$ cat src/rtl/systolic_pkg.sv
// systolic_pkg: shared constants and FSM encoding for the systolic array feeder.
package systolic_pkg;
    localparam int N          = 4;
    localparam int DATA_W     = 32;
    localparam int STREAM_LEN = 3 * N - 2;
    localparam int IDX_W      = $clog2(2 * N);
    localparam int STEP_W     = $clog2(STREAM_LEN);
    typedef enum logic [1:0] {S_IDLE, S_STREAM, S_DONE} state_t;
endpackage

$ cat src/rtl/systolic_feeder_regfile.sv
// systolic_feeder_regfile: 16-entry operand store, one write port, N combinational read taps.
//   clk_i/rst_i      clock, synchronous active-high clear of every entry
//   i_wr_en/addr/data  single write port
//   i_rd_addr[k] -> o_rd_data[k]  combinational read taps
module systolic_feeder_regfile
    import systolic_pkg::*;
#(
    parameter int W = DATA_W
)(
    input  logic         clk_i,
    input  logic         rst_i,
    input  logic         i_wr_en,
    input  logic [3:0]   i_wr_addr,
    input  logic [W-1:0] i_wr_data,
    input  logic [3:0]   i_rd_addr [N],
    output logic [W-1:0] o_rd_data [N]
);
    logic [W-1:0] r_mem [16];

    always_ff @(posedge clk_i) begin
        if (rst_i) begin
            for (int i = 0; i < 16; i++) r_mem[i] <= '0;
        end else if (i_wr_en) begin
            r_mem[i_wr_addr] <= i_wr_data;
        end
    end

    always_comb begin
        for (int i = 0; i < N; i++) o_rd_data[i] = r_mem[i_rd_addr[i]];
    end
endmodule

$ cat src/rtl/systolic_feeder.sv
// systolic_feeder: stores A/B and streams them diagonally skewed into a 4x4 systolic array.
//   wr_*      operand writes (IDLE only), wr_sel_i 0=A 1=B, addr = row*4+col
//   start_i   begins a 10-step stream when idle and not writing
//   left_o_*  A rows delayed by row index, up_o_* B columns delayed by column index
//   busy_o    high in STREAM and DONE, done_o one-cycle pulse after the stream
module systolic_feeder #(
    parameter int N      = 4,
    parameter int DATA_W = 32
)(
    input  logic              clk_i,
    input  logic              rst_i,
    input  logic              wr_en_i,
    input  logic              wr_sel_i,
    input  logic [3:0]        wr_addr_i,
    input  logic [DATA_W-1:0] wr_data_i,
    input  logic              start_i,
    output logic              busy_o,
    output logic [DATA_W-1:0] left_o_0,
    output logic [DATA_W-1:0] left_o_4,
    output logic [DATA_W-1:0] left_o_8,
    output logic [DATA_W-1:0] left_o_12,
    output logic [DATA_W-1:0] up_o_0,
    output logic [DATA_W-1:0] up_o_1,
    output logic [DATA_W-1:0] up_o_2,
    output logic [DATA_W-1:0] up_o_3,
    output logic              done_o
);
    import systolic_pkg::state_t;
    import systolic_pkg::S_IDLE;
    import systolic_pkg::S_STREAM;
    import systolic_pkg::S_DONE;
    import systolic_pkg::STREAM_LEN;
    import systolic_pkg::STEP_W;

    state_t              r_state, w_state_nxt;
    logic [STEP_W-1:0]   r_t, w_t_nxt;
    logic                r_busy, r_done;
    logic [DATA_W-1:0]   r_left [N];
    logic [DATA_W-1:0]   r_up   [N];
    logic [3:0]          w_a_addr [N];
    logic [3:0]          w_b_addr [N];
    logic [DATA_W-1:0]   w_a_rd [N];
    logic [DATA_W-1:0]   w_b_rd [N];
    logic [N-1:0]        w_ok;
    logic                w_wr;

    assign w_wr = wr_en_i && (r_state == S_IDLE);

    systolic_feeder_regfile #(.W(DATA_W)) u_a (
        .clk_i(clk_i), .rst_i(rst_i), .i_wr_en(w_wr && !wr_sel_i), .i_wr_addr(wr_addr_i),
        .i_wr_data(wr_data_i), .i_rd_addr(w_a_addr), .o_rd_data(w_a_rd)
    );

    systolic_feeder_regfile #(.W(DATA_W)) u_b (
        .clk_i(clk_i), .rst_i(rst_i), .i_wr_en(w_wr && wr_sel_i), .i_wr_addr(wr_addr_i),
        .i_wr_data(wr_data_i), .i_rd_addr(w_b_addr), .o_rd_data(w_b_rd)
    );

    always_comb begin
        w_state_nxt = r_state;
        w_t_nxt     = r_t;
        if (r_state == S_IDLE && start_i && !wr_en_i) begin
            w_state_nxt = S_STREAM;
            w_t_nxt     = '0;
        end else if (r_state == S_STREAM) begin
            w_state_nxt = (r_t == STEP_W'(STREAM_LEN - 1)) ? S_DONE : S_STREAM;
            w_t_nxt     = (r_t == STEP_W'(STREAM_LEN - 1)) ? '0 : r_t + 1'b1;
        end else if (r_state == S_DONE) begin
            w_state_nxt = S_IDLE;
        end
    end

    // Outputs are registered, so the taps look up the step about to be entered.
    // Lane k carries element index d = t-k, valid only for t >= k and d <= 3.
    for (genvar k = 0; k < N; k++) begin : g_lane
        logic [3:0] w_d;
        assign w_d         = w_t_nxt - 4'(k);
        assign w_ok[k]     = (w_state_nxt == S_STREAM) && (w_t_nxt >= 4'(k)) && (w_d <= 4'd3);
        assign w_a_addr[k] = {2'(k), w_d[1:0]};
        assign w_b_addr[k] = {w_d[1:0], 2'(k)};
    end

    always_ff @(posedge clk_i) begin
        if (rst_i) begin
            r_state <= S_IDLE;
            r_t     <= '0;
            r_busy  <= 1'b0;
            r_done  <= 1'b0;
            for (int i = 0; i < N; i++) begin
                r_left[i] <= '0;
                r_up[i]   <= '0;
            end
        end else begin
            r_state <= w_state_nxt;
            r_t     <= w_t_nxt;
            r_busy  <= w_state_nxt != S_IDLE;
            r_done  <= w_state_nxt == S_DONE;
            for (int i = 0; i < N; i++) begin
                r_left[i] <= w_ok[i] ? w_a_rd[i] : '0;
                r_up[i]   <= w_ok[i] ? w_b_rd[i] : '0;
            end
        end
    end

    assign busy_o    = r_busy;
    assign done_o    = r_done;
    assign left_o_0  = r_left[0];
    assign left_o_4  = r_left[1];
    assign left_o_8  = r_left[2];
    assign left_o_12 = r_left[3];
    assign up_o_0    = r_up[0];
    assign up_o_1    = r_up[1];
    assign up_o_2    = r_up[2];
    assign up_o_3    = r_up[3];
endmodule
$ cat config.mk
export PLATFORM = sky130hd
export DESIGN_NAME = systolic_feeder
export DESIGN_NICKNAME = d
export VERILOG_FILES = /design/src/rtl/systolic_pkg.sv /design/src/rtl/systolic_feeder_regfile.sv /design/src/rtl/systolic_feeder.sv
export SDC_FILE = /design/constraint.sdc
export NUM_CORES = 2
export LEC_CHECK = 0
export ABC_AREA = 1
export CORE_MARGIN = 3
export CORE_UTILIZATION = 35
export CTS_BUF_LIST = sky130_fd_sc_hd__clkbuf_8
export CTS_CLUSTER_DIAMETER = 50
export CTS_CLUSTER_SIZE = 20
export DETAILED_ROUTE_END_ITERATION = 6
export SYNTH_ARGS = -nofsm -noshare
export SYNTH_HDL_FRONTEND = slang
export SYNTH_SLANG_ARGS = --single-unit
export TNS_END_PERCENT = 30
$ cat constraint.sdc
create_clock -name clk_i -period 2.9 [get_ports clk_i]
set_input_delay 0.58 -clock clk_i [delete_from_list [all_inputs] [get_ports clk_i]]
set_output_delay 0.58 -clock clk_i [all_outputs]
set_load 0.01 [all_outputs]
==> results.json <==
{
  "outcome": "finished clean",
  "syn_inst": 5637,
  "grt_pass1_vias": 36600,
  "layout.nets": 5925,
  "ys_seq_area_share_pct": 66.3,
  "io_buffers": 298,
  "grt.overflow.total": 0,
  "via_per_inst": 4.78,
  "clock_latency_ns": 0.90,
  "ff2ff_path_depth": 12,
  "grt_max_degree": 115,
  "end_kind": "flip-flop",
  "drc": 0,
  "synth.distinct_cells": 25,
  "cts.sinks": 1288,
  "antenna_left": 0,
  "num_vias": 38400,
  "io_pins": 299,
  "core_area_um2": 154000,
  "holdPathStages": 3,
  "max_slew.worst_pin.slew_ns": 0.707,
  "cp.arrival_ns": 3.39,
  "required_ns": 3.62,
  "clockBufferDepth": 3,
  "yosys_warnings": 0,
  "cp-start-kind": "flip-flop",
  "htreeDepth": 3,
  "cts_resized": 0,
  "synth_nets": 5686,
  "cts_tree": "yes",
  "leakagePower_nw": 27.8,
  "die-area_um2": 160000,
  "routed_wl_mm": 160,
  "dp_hpwl_mm": 95.2,
  "drtIter0Drc": 3462,
  "crit_path_max_incr_delay_ns": 0.41,
  "synth_area_um2": 54400,
  "die_width_um": 400,
  "max_cap_violations": 0,
  "ctsRootBufferMaster": "clkbuf_8",
  "vdd_drop_max_mv": 0.366,
  "grt_pass1_wl_mm": 235,
  "crit_chain": "inv_1 > ha_1 > nand3_1 > nand2_1 > nand2_8 > buf_12 > nand3_1 > nand3_1 > nand3_4 > buf_12 > buf_12 > nor2_1",
  "clock.fmax_mhz": 375,
  "rows": 144,
  "ys_ff_latch": 1288,
  "rsz0062_at_grt": "false",
  "finClkSkew_ns": 0.0713,
  "setup_viol": 0,
  "period_share_pct": 91.9,
  "syn_area_per_cell_um2": 9.65,
  "drt_pre_antenna_iters": 5,
  "finalPower_w": 0.0375,
  "postCtsSetupRepairBufs": 0,
  "track_usage_pct": 19.7,
  "worstSetupPathType": "reg -> reg",
  "fin_cells": 8035,
  "min-delay-path-class": "in -> reg",
  "dp.cells": 7797,
  "finalHoldViolCount": 0,
  "route.detailed.wl_per_inst_um": 19.9,
  "antenna_found_initial": 15,
  "slowest_stage": "dfxtp_1",
  "layout-drive-gt1-share_pct": 8.10,
  "power_density_nw_per_um2": 585,
  "clk_pin_slew_worst_paths_ns": 0.09,
  "relSlewSlack_pct": 52.9,
  "ctsHoldBuffers": 0,
  "final_max_slew_viol_count": 0,
  "worst-path-max-fanout": 75,
  "die_h_um": 400,
  "layout_min_cycle_time_ns": 2.67,
  "place_congestion": 0.826,
  "cts_made_buffers": 121,
  "area_growth_pct": 17.9,
  "initial_core_util_pct": 35.3
}
kinds of logic (layout without fill, tap and decap cells):
kind of cell | count (synthesis) | after routing | share of synthesized area (%)
other cells | 0 | 7 | 0
fa+ha+maj | 8 | 8 | 0.184
compound gates | 325 | 325 | 3.58
flops | 1288 | 1288 | 66.3
simple gates | 2770 | 2770 | 21.2
buf+inv | 1246 | 1593 | 8.79
final cells by class:
type,count,area (um^2)
fill,14900,90100
sequential,1288,36000
multi-input combinational,3103,13600
timing repair buffer,538,5870
inverter,824,3100
tap,2044,2560
clock buffer,125,1720
clock inverter,106,1180
antenna,7,17.5
routing by layer:
layer	wire length [um]	track usage, %
met3	12400	3.91
met2	75400	32.3
met4	5380	6.66
met5	27	0
met1	66900	26.0
worst max-delay path, delay by kind of cell (launching register included):
kind,cells,cell delay [ns]
flops,1,0.41
fa+ha+maj,1,0.17
simple gates,7,1.18
buf+inv,4,0.72
final timing paths:
path	slack, ns	endpoint	startpoint
hold reg to reg	0.60	r_up[0][12]$_SDFF_PP0_	u_b.r_mem[4][12]$_SDFFCE_PN0P_
setup / recovery	0.23	r_left[1][25]$_SDFF_PP0_	r_t[1]$_SDFF_PP0_
hold / removal	0.56	r_t[1]$_SDFF_PP0_	rst_i
setup reg to reg	0.23	r_left[1][25]$_SDFF_PP0_	r_t[1]$_SDFF_PP0_
where the power goes:
part | internal, W | total, W | switching, W
logic | 0.00134 | 0.00420 | 0.00286
clock network | 0.00559 | 0.0128 | 0.00720
registers | 0.0204 | 0.0206 | 0.000153
metrics by stage:
step	hold WS (ns)	setup WS [ns]	instance area [um^2]	TNS (ns)	utilization (%)
CTS	0.488	0.121	64100	0	41.6
floorplan	0.519	-0.0526	54400	-3.37	-
detailed placement	0.579	-0.156	61200	-5.71	39.7
global placement	0.564	-0.163	61200	-5.58	39.7
finish	0.558	0.234	64100	0	41.6
global route	0.531	0.0489	64100	0	41.6
cells in the final DEF (no fill, tap or decap), types with 153 or more instances in the layout:
master	synthesis	layout
clkdlybuf4s50_1	0	298
edfxtp_1	1024	1024
buf_4	0	153
inv_1	819	818
nand3_1	207	206
nand3b_1	200	200
o21ai_0	192	192
nor2_1	1429	1429
dfxtp_1	264	264
nand2_1	898	896
cell usage after synthesis (all sizes together):
library cell,count,area [um^2]
nand3b,200,1500
buf,107,505
edfxtp,1024,30700
nor2,1433,5400
nand4,18,113
or2,8,50.1
nand2,901,3390
a21oi,4,20.0
nor3,2,15.0
ha,8,100
dfxtp,264,5290
inv,823,3090
o21bai,1,7.51
clkbuf,315,1180
o21ai,192,961
clkinv,1,3.75
nand3,208,1050
o211ai,128,961
sequential cells by signal, summed over array words and instances (netlist names):
register   cells
busy_o         1
r_state        2
r_up         128
r_left       128
done_o         1
u_a.r_mem    512
u_b.r_mem    512
r_t            4
No activity file was read; power rests on OpenSTA's default activity.
